## src/rtl/negf_share_arbiter.sv

```systemverilog
// Round-robin sharing of one elastic 1-in/1-out arithmetic unit among NUM_IN requesters.
// A tag FIFO remembers who issued each operand so results are steered back in issue order.
module negf_share_arbiter #(
  parameter int DATA_TYPE  = 32,
  parameter int NUM_IN     = 4,
  parameter int FIFO_DEPTH = 4
) (
  input  logic                          clk,
  input  logic                          rst,
  input  logic [NUM_IN*DATA_TYPE-1:0]   ins,
  input  logic [NUM_IN-1:0]             ins_valid,
  output logic [NUM_IN-1:0]             ins_ready,
  output logic [DATA_TYPE-1:0]          unit_ins,
  output logic                          unit_ins_valid,
  input  logic                          unit_ins_ready,
  input  logic [DATA_TYPE-1:0]          unit_outs,
  input  logic                          unit_outs_valid,
  output logic                          unit_outs_ready,
  output logic [NUM_IN*DATA_TYPE-1:0]   outs,
  output logic [NUM_IN-1:0]             outs_valid,
  input  logic [NUM_IN-1:0]             outs_ready,
  output logic                          err
);

  localparam int TAG_W = (NUM_IN > 1) ? $clog2(NUM_IN) : 1;
  localparam int PTR_W = (FIFO_DEPTH > 1) ? $clog2(FIFO_DEPTH) : 1;
  localparam int CNT_W = $clog2(FIFO_DEPTH + 1);

  localparam logic [TAG_W-1:0] LAST_IDX = TAG_W'(NUM_IN - 1);
  localparam logic [TAG_W-1:0] ONE_TAG  = TAG_W'(1'b1);
  localparam logic [TAG_W-1:0] ZERO_TAG = {TAG_W{1'b0}};
  localparam logic [PTR_W-1:0] LAST_PTR = PTR_W'(FIFO_DEPTH - 1);
  localparam logic [PTR_W-1:0] ONE_PTR  = PTR_W'(1'b1);
  localparam logic [PTR_W-1:0] ZERO_PTR = {PTR_W{1'b0}};
  localparam logic [CNT_W-1:0] FULL_CNT = CNT_W'(FIFO_DEPTH);
  localparam logic [CNT_W-1:0] ONE_CNT  = CNT_W'(1'b1);
  localparam logic [CNT_W-1:0] ZERO_CNT = {CNT_W{1'b0}};

  logic [TAG_W-1:0] rr_ptr_r;
  logic             lock_r;
  logic [TAG_W-1:0] locked_idx_r;
  logic [TAG_W-1:0] tag_mem_r [FIFO_DEPTH];
  logic [PTR_W-1:0] rd_ptr_r;
  logic [PTR_W-1:0] wr_ptr_r;
  logic [CNT_W-1:0] count_r;
  logic             err_r;

  logic [TAG_W-1:0] scan_idx_s;
  logic             scan_hit_s;
  logic [TAG_W-1:0] rr_grant_s;
  logic [TAG_W-1:0] grant_s;
  logic [TAG_W-1:0] head_s;
  logic             full_s;
  logic             empty_s;
  logic             push_s;
  logic             pop_s;

  // Round-robin scan starting at rr_ptr; the index wraps explicitly so any NUM_IN works.
  always_comb begin
    rr_grant_s = rr_ptr_r;
    scan_hit_s = 1'b0;
    scan_idx_s = rr_ptr_r;
    for (int k = 0; k < NUM_IN; k++) begin
      if (!scan_hit_s && ins_valid[scan_idx_s]) begin
        rr_grant_s = scan_idx_s;
        scan_hit_s = 1'b1;
      end else begin
        rr_grant_s = rr_grant_s;
      end
      scan_idx_s = (scan_idx_s == LAST_IDX) ? ZERO_TAG : scan_idx_s + ONE_TAG;
    end
  end

  // A stalled operand stays granted so unit_ins is stable until the unit takes it.
  always_comb begin
    if (lock_r) begin
      grant_s = locked_idx_r;
    end else begin
      grant_s = rr_grant_s;
    end
    full_s  = (count_r == FULL_CNT);
    empty_s = (count_r == ZERO_CNT);
    head_s  = tag_mem_r[rd_ptr_r];
  end

  // Issue path; everything is held low while reset is asserted.
  always_comb begin
    unit_ins           = ins[int'(grant_s)*DATA_TYPE +: DATA_TYPE];
    unit_ins_valid     = rst & ins_valid[grant_s] & ~full_s;
    ins_ready          = {NUM_IN{1'b0}};
    ins_ready[grant_s] = rst & unit_ins_ready & ~full_s;
    push_s             = unit_ins_valid & unit_ins_ready;
  end

  // Return path: the FIFO head selects which consumer sees the result.
  always_comb begin
    outs               = {NUM_IN{unit_outs}};
    outs_valid         = {NUM_IN{1'b0}};
    outs_valid[head_s] = rst & unit_outs_valid & ~empty_s;
    unit_outs_ready    = rst & outs_ready[head_s] & ~empty_s;
    pop_s              = unit_outs_valid & unit_outs_ready;
    err                = err_r;
  end

  // Arbitration state: advance the pointer on acceptance, lock on a stall.
  always_ff @(posedge clk or negedge rst) begin
    if (!rst) begin
      rr_ptr_r     <= ZERO_TAG;
      lock_r       <= 1'b0;
      locked_idx_r <= ZERO_TAG;
    end else if (push_s) begin
      rr_ptr_r     <= (grant_s == LAST_IDX) ? ZERO_TAG : grant_s + ONE_TAG;
      lock_r       <= 1'b0;
    end else if (unit_ins_valid) begin
      lock_r       <= 1'b1;
      locked_idx_r <= grant_s;
    end
  end

  // Tag FIFO storage and pointers; a full FIFO never accepts a push, even alongside a pop.
  always_ff @(posedge clk or negedge rst) begin
    if (!rst) begin
      for (int i = 0; i < FIFO_DEPTH; i++) begin
        tag_mem_r[i] <= ZERO_TAG;
      end
      rd_ptr_r <= ZERO_PTR;
      wr_ptr_r <= ZERO_PTR;
      count_r  <= ZERO_CNT;
    end else begin
      if (push_s) begin
        tag_mem_r[wr_ptr_r] <= grant_s;
        wr_ptr_r <= (wr_ptr_r == LAST_PTR) ? ZERO_PTR : wr_ptr_r + ONE_PTR;
      end
      if (pop_s) begin
        rd_ptr_r <= (rd_ptr_r == LAST_PTR) ? ZERO_PTR : rd_ptr_r + ONE_PTR;
      end
      case ({push_s, pop_s})
        2'b10:   count_r <= count_r + ONE_CNT;
        2'b01:   count_r <= count_r - ONE_CNT;
        default: count_r <= count_r;
      endcase
    end
  end

  // Sticky flag for a result that has no recorded owner.
  always_ff @(posedge clk or negedge rst) begin
    if (!rst) begin
      err_r <= 1'b0;
    end else if (unit_outs_valid && empty_s) begin
      err_r <= 1'b1;
    end
  end

endmodule

```

## config.mk

```make
export PLATFORM = sky130hd
export DESIGN_NAME = negf_share_arbiter
export DESIGN_NICKNAME = d
export VERILOG_FILES = /design/src/rtl/negf_share_arbiter.sv
export SDC_FILE = /design/constraint.sdc
export NUM_CORES = 1
export LEC_CHECK = 0
export CAP_MARGIN = 25
export CORE_AREA = 2 2 134 136
export DETAILED_ROUTE_END_ITERATION = 6
export DIE_AREA = 0 0 136 138
export PLACE_DENSITY_LB_ADDON = 0.15
export SYNTH_ARGS = -nofsm -noshare
export SYNTH_HDL_FRONTEND = slang
export SYNTH_SLANG_ARGS = --single-unit
```

## constraint.sdc

```tcl
create_clock -name clk -period 6.2 [get_ports clk]
set_input_delay 1.86 -clock clk [delete_from_list [all_inputs] [get_ports clk]]
set_output_delay 1.86 -clock clk [all_outputs]
set_load 0.01 [all_outputs]
```

==> key figures, run 1 <==
Global route
  – First-pass GRT wire length: 19400 µm
  – Largest net degree at the start of global routing: 20
  – Antenna violations before repair: 0
  – Congestion Overflow GR: 0
  – Vias in the first global route: 3323
  – Total GRT Usage: 0.134

Power and ir drop
  – Power Density: 604 nW/µm²
  – Max rail drop VDD: 0.205 mV
  – Leakage: 2.56 nW

Synth
  – Post-synth top area share: 0.264
  – Synthesized area: 3820 µm²
  – Leading post-synthesis cells by cell area: mux2i_1, buf_4, dfrtp_1
  – Synthesized area per cell: 9.04 µm²
  – Most frequent cell after synthesis: buf_4
  – Number of flops mapped to enable cells by yosys: 0
  – Mapped Cells: 423
  – Syn Nets: 607
  – Synth Flop Type: dfrtp_1
  – Post-synth top area cell: mux2i_1
  – Post-synthesis register bit count: 21
  – Netlist cell types: 60
  – Top cells by count, synth: buf_4, mux2i_1, dfrtp_1, o21ai_0, nand2_1
  – Sequential area share after synthesis: 0.137
  – Syn. warnings: 0
  – Synth async-reset ratio: 1.00

Critical path
  – Crit Path Max Fanout: 13
  – Critical Path RT: 4340 ps
  – CP peak stage delay: 310 ps
  – Worst Path Buf+Inv: 5
  – R2r worst-path depth: 20
  – Crit path arrival time: 4220 ps
  – Worst path depth: 13
  – CP Class: input pin to primary output
  – CP startpoint kind: input pin
  – Worst Setup End Kind: primary output
  – Worst path slowest cell: a32o_2
  – Crit path max-delay family: buffers and inverters
  – Flop-to-flop setup slack: 1580 ps
  – Crit-path cells: dlygate4sd2_1 > mux2_4 > o211ai_1 > o2bb2ai_1 > a32o_2 > o21ai_4 > nand2_4 > inv_8 > buf_12 > buf_16 > mux2i_1 > mux2i_1 > dlygate4sd2_1

Final layout
  – Antenna diodes: 0
  – Layout filler cell count: 1842
  – Final nets: 700
  – Fraction of layout cells with a size suffix above 1: 0.200
  – Syn-to-layout area delta: 44.2%

Detailed routing
  – First-pass DRT Iterations: 4
  – DRT iter0 DRCs: 166
  – DRC errors left: 0
  – Drt total wl: 13300 µm
  – Drt via density: 4.31
  – Antenna Nets Post-Route: 0
  – Routed wire per std cell: 17.8 µm
  – Via count: 3206

Floorplanning
  – Core Rows: 49
  – Ports: 343
  – Die Y: 138 µm
  – Initial Utilization: 0.218
  – Core area: 17500 µm²
  – Die X: 136 µm
  – Die ar.: 18800 µm²

Worst hold path
  – Hold Crit Class: register to register
  – Cell count of the worst hold path: 1

STA
  – Final setup margin: 116 ps
  – Tcrit/Tclk final: 0.981
  – Final Hold Vio Count: 0
  – Minimum clock period: 6080 ps
  – Worst hold margin: 485 ps
  – RSZ-0062 raised after global routing: no
  – Setup Viol. Count Final: 0
  – Slew HR: 0.557
  – Final setup skew: 4.86 ps
  – Pins Over Slew Limit: 0
  – Worst-Margin Slew: 664 ps
  – Highest Clock Rate: 0.164 GHz

Placed design
  – Final HPWL DP: 10900 µm
  – Place WS: -557 ps
  – Routability cong.: 0.787
  – Count of input and output buffers: 182

Clock network
  – Clk_lat worst skew: 250 ps
  – Clock sink count: 21
  – CTS Buf Count: 3
  – CTS clk-pin slew, worst paths: 60 ps
  – CTS tree: done
  – H-tree depth: 1
  – Root Buffer: clkbuf_16
  – Max Root-Sink Buffers: 2

Run status
  – Status: finished, final reports clean

Job
  – Max-cap viol count: 0
## path summary, 6_finish.rpt
path / startpoint / end
max: ins_valid[3] / unit_ins[8]
min: count_r[2] / count_r[2]
max reg2reg: rr_ptr_r[1] / count_r[2]
min reg2reg: count_r[2] / count_r[2]
max in group asynchronous: rst / lock_r
min in group asynchronous: rst / count_r[2]
## sequential cells by signal, summed over array words and instances, names as in the netlist
signal        cells
tag_mem_r         8
count_r           3
locked_idx_r      2
rd_ptr_r          2
rr_ptr_r          2
wr_ptr_r          2
err               1
lock_r            1
## layer usage
| layer | part of all wire | GRT usage | wire length [µm] |
|---|---|---|---|
| met2 | 0.52 | 0.249 | 6950 |
| met1 | 0.38 | 0.149 | 4990 |
| met4 | 0.0023 | 0.00987 | 31 |
| met3 | 0.097 | 0.0524 | 1290 |
| met5 | 0 | 0 | 0 |
## area by class of cell
| class | count | area [µm²] | share of cell area |
|---|---|---|---|
| repair buffers | 236 | 2310 | 0.418 |
| multi-input cells | 240 | 2260 | 0.409 |
| flip-flops and latches | 21 | 526 | 0.0953 |
| well taps | 229 | 287 | 0.0520 |
| clock buffers | 3 | 75.1 | 0.0136 |
| inverters | 14 | 60.1 | 0.0109 |
| clock inverters | 1 | 5.00 | 0.000907 |
## repair_timing
item | CTS | global route
pin swaps | 5 | 3
gates resized for setup | 73 | 23
gates cloned | 2 | 0
hold buffers | 0 | 0
setup endpoints to repair | 37 | 23
buffers inserted | 9 | 3
endpoints found under the hold margin | 0 | 0
## cell usage in the layout (no fill, tap or decap), types with 4 or more instances in the layout
master           instances
and3_1                   8
o21ai_0                 16
buf_12                   5
clkbuf_2                 6
buf_4                   42
mux2_4                   6
nand2b_1                 5
nor2_1                   9
clkdlybuf4s50_1        141
ha_1                    11
dfrtp_1                 21
nand2_1                 14
o31ai_1                  5
mux2i_1                 97
nand3_1                  4
inv_1                   12
buf_6                    4
nor3_1                   4
dlygate4sd2_1           28
## cells by family (layout without fill, tap and decap cells)
kind of cell / Yosys count / in the layout / synth area share
adders and majority gates: 12 / 12 / 0.0412
xor gates and xnor gates: 3 / 3 / 0.00687
muxes: 112 / 112 / 0.311
DFF: 21 / 21 / 0.137
AOI/OAI and AO/OA: 50 / 50 / 0.0998
and+or+nand+nor: 63 / 63 / 0.0978
buffers and inverters: 162 / 254 / 0.306
## metrics by stage
step | TNS [ps] | area, µm² | utilization | cells | total power, mW
after detailed placement | -17370 | 5180 | 0.295 | 726 | 3.09
after CTS | 0 | 5460 | 0.311 | 741 | 3.32
final | 0 | 5520 | 0.315 | 744 | 3.33
after global routing | 0 | 5520 | 0.315 | 744 | 3.58
after global placement | -16830 | 5180 | 0.295 | 726 | 3.06
after floorplan | 0 | 3820 | - | 423 | 1.94
## report_power, final
group	switching, mW	internal, mW	total [mW]
Combinational	1.35	1.57	2.92
Clock	0.0511	0.0866	0.138
Sequential	0.0670	0.202	0.269
No activity file was read; power rests on OpenSTA's default activity.
==> run 2, diff against run 1 <==
--- a/config.mk
+++ b/config.mk
@@ -9,6 +9,7 @@
 export CORE_AREA = 2 2 134 136
 export DETAILED_ROUTE_END_ITERATION = 6
 export DIE_AREA = 0 0 136 138
+export HOLD_SLACK_MARGIN = 0.15
 export PLACE_DENSITY_LB_ADDON = 0.15
 export SYNTH_ARGS = -nofsm -noshare
 export SYNTH_HDL_FRONTEND = slang
==> results of run 2 <==
No change in the layout: final DEF, timing and power equal those of run 1.
==> run 3, diff against run 2 <==
--- a/config.mk
+++ b/config.mk
@@ -11,6 +11,7 @@
 export DIE_AREA = 0 0 136 138
 export HOLD_SLACK_MARGIN = 0.15
 export PLACE_DENSITY_LB_ADDON = 0.15
+export SETUP_SLACK_MARGIN = 0.02
 export SYNTH_ARGS = -nofsm -noshare
 export SYNTH_HDL_FRONTEND = slang
 export SYNTH_SLANG_ARGS = --single-unit
==> key figures, run 3 (synthesis gave the netlist of run 1 again) <==
Global route
  – Antenna violations before repair: 0 (unchanged)
  – Largest net degree at the start of global routing: 20 (unchanged)
  – Total GRT Usage: 0.134 (+0.000152)
  – First-pass GRT wire length: 19500 µm (+0.14%)
  – Vias in the first global route: 3340 (+0.51%)
  – Congestion Overflow GR: 0 (unchanged)

Final layout
  – Fraction of layout cells with a size suffix above 1: 0.218 (+0.0177)
  – Biggest regs: tag_mem_r x8, count_r x3
  – Area of the multi-input gates: 2270 µm² (+0.50%)
  – Fin area: 5560 µm² (+0.84%)
  – Final nets: 704 (+0.57%)
  – Layout filler cell count: 1846 (+0.22%)
  – Syn-to-layout area delta: 45.4%
  – Fin cells: 748 (+0.54%)
  – Antenna diodes: 0 (unchanged)
  – Most frequent cells in the layout: clkdlybuf4s50_1, mux2i_1, buf_4
  – Commonest non-fill, non-tap cell in the layout: clkdlybuf4s50_1
  – Number of flip-flops in the largest register: 8 (unchanged)
  – Sequential cell area: 526 µm² (unchanged)
  – Top reg by flops: tag_mem_r

Floorplanning
  – Die ar.: 18800 µm² (unchanged)
  – Initial Utilization: 0.218 (unchanged)
  – Core area: 17500 µm² (unchanged)
  – Die X: 136 µm (unchanged)
  – Core Rows: 49 (unchanged)
  – Ports: 343 (unchanged)
  – Die Y: 138 µm (unchanged)

Critical path
  – Worst Setup End Kind: primary output
  – Crit path arrival time: 4220 ps (about the same)
  – Critical Path RT: 4340 ps (about the same)
  – Crit Path Max Fanout: 13 (unchanged)
  – CP Class: input pin to primary output
  – CP startpoint kind: input pin

Power and ir drop
  – Leakage: 2.57 nW (+0.21%)
  – Power Density: 611 nW/µm² (+1.1%)
  – Max rail drop VDD: 0.206 mV (+0.13%)

Clock network
  – Cts hold-fix bufs: 0 (unchanged)
  – CTS Buf Count: 3 (unchanged)
  – Clk_lat worst skew: 250 ps (about the same)
  – H-tree depth: 1 (unchanged)
  – CTS clk-pin slew, worst paths: 60 ps (about the same)
  – Clock sink count: 21 (unchanged)
  – Root Buffer: clkbuf_16
  – Max Root-Sink Buffers: 2 (unchanged)
  – CTS tree: done

Job
  – Max-cap viol count: 0 (unchanged)

Placed design
  – Final HPWL DP: 10900 µm (unchanged)
  – DP Area: 5180 µm² (unchanged)
  – Routability cong.: 0.787 (unchanged)
  – # placed instances: 726 (unchanged)
  – Count of input and output buffers: 182 (unchanged)

STA
  – Tcrit/Tclk final: 0.981 (about the same)
  – Worst-Margin Slew: 644 ps (-19.8 ps)
  – Final Hold Vio Count: 0 (unchanged)
  – RSZ-0062 raised after global routing: yes
  – Setup Viol. Count Final: 0 (unchanged)
  – Minimum clock period: 6080 ps (-3.12 ps)
  – Final setup skew: 4.94 ps (+0.0721 ps)
  – Slew HR: 0.571 (+0.0132)
  – Highest Clock Rate: 0.164 GHz (about the same)
  – Pins Over Slew Limit: 0 (unchanged)

Detailed routing
  – Drt via density: 4.33 (+0.40%)
  – First-pass DRT Iterations: 4 (unchanged)
  – DRC errors left: 0 (unchanged)
  – Routed wire per std cell: 17.8 µm (-0.27%)
  – Via count: 3236 (+0.94%)
  – DRT iter0 DRCs: 148 (-11%)
  – Antenna Nets Post-Route: 0 (unchanged)
  – Drt total wl: 13300 µm (+0.26%)

Worst hold path
  – Hold Crit Class: register to register

Run status
  – Status: finished, final reports clean
## run 3: stage by stage
step	setup TNS [ps]	total power [mW]	util	hold slack [ps]	worst slack [ps]
finish	0	3.40	0.317	484	119
global route	0	3.65	0.317	520	22.0
CTS	0	3.38	0.314	487	2.23
detailed placement	-17370	3.09	0.295	479	-557
global placement	-16830	3.06	0.295	466	-554
floorplan	0	1.94	-	455	534
## run 3: per-layer routing
metal  up-vias  track usage  part of all wire
li1       1551            -                 -
met5         -            0                 0
met4         0      0.00987            0.0026
met1      1472        0.150              0.37
met2       206        0.249              0.52
met3         7       0.0524              0.10
## run 3: worst paths after layout
check / from / endpoint / slack, ps / depth (start not counted)
worst max-delay path: ins_valid[3] / unit_ins[8] / 120 / 13
worst min-delay path: count_r[2] / count_r[2] / 480 / 1
worst max register to register: rr_ptr_r[1] / count_r[2] / 1590 / 20
worst min register to register: count_r[2] / count_r[2] / 480 / 1
max in group asynchronous: rst / tag_mem_r[0] / 3810 / 2
min in group asynchronous: rst / count_r[2] / 1850 / 1
## run 3: final cells by class
class | count | share of cell area
Sequential cell | 21 | 0.0945
Tap cell | 229 | 0.0515
Timing Repair Buffer | 240 | 0.421
Clock inverter | 1 | 0.000900
Inverter | 14 | 0.0108
Clock buffer | 3 | 0.0135
Multi-Input combinational cell | 240 | 0.408
## run 3: power by group
| part | internal, mW | switching, mW |
|---|---|---|
| clock network | 0.0866 | 0.0497 |
| logic | 1.63 | 1.36 |
| registers | 0.202 | 0.0666 |
| total | 1.92 | 1.48 |
## run 3: worst max-delay path: stages
cell,delay [ps]
dlygate4sd2_1,260
mux2_4,290
o211ai_1,120
o2bb2ai_1,90
a32o_2,310
o21ai_4,160
nand2_4,100
inv_8,110
buf_12,110
buf_16,140
mux2i_2,260
mux2i_1,90
dlygate4sd2_1,300
## run 3: what timing repair did
action,CTS,global route
resized for setup,80,26
cloned,2,0
setup endpoints to repair,37,28
pin swaps,5,4
setup buffers,13,3
endpoints found under the hold margin,0,0
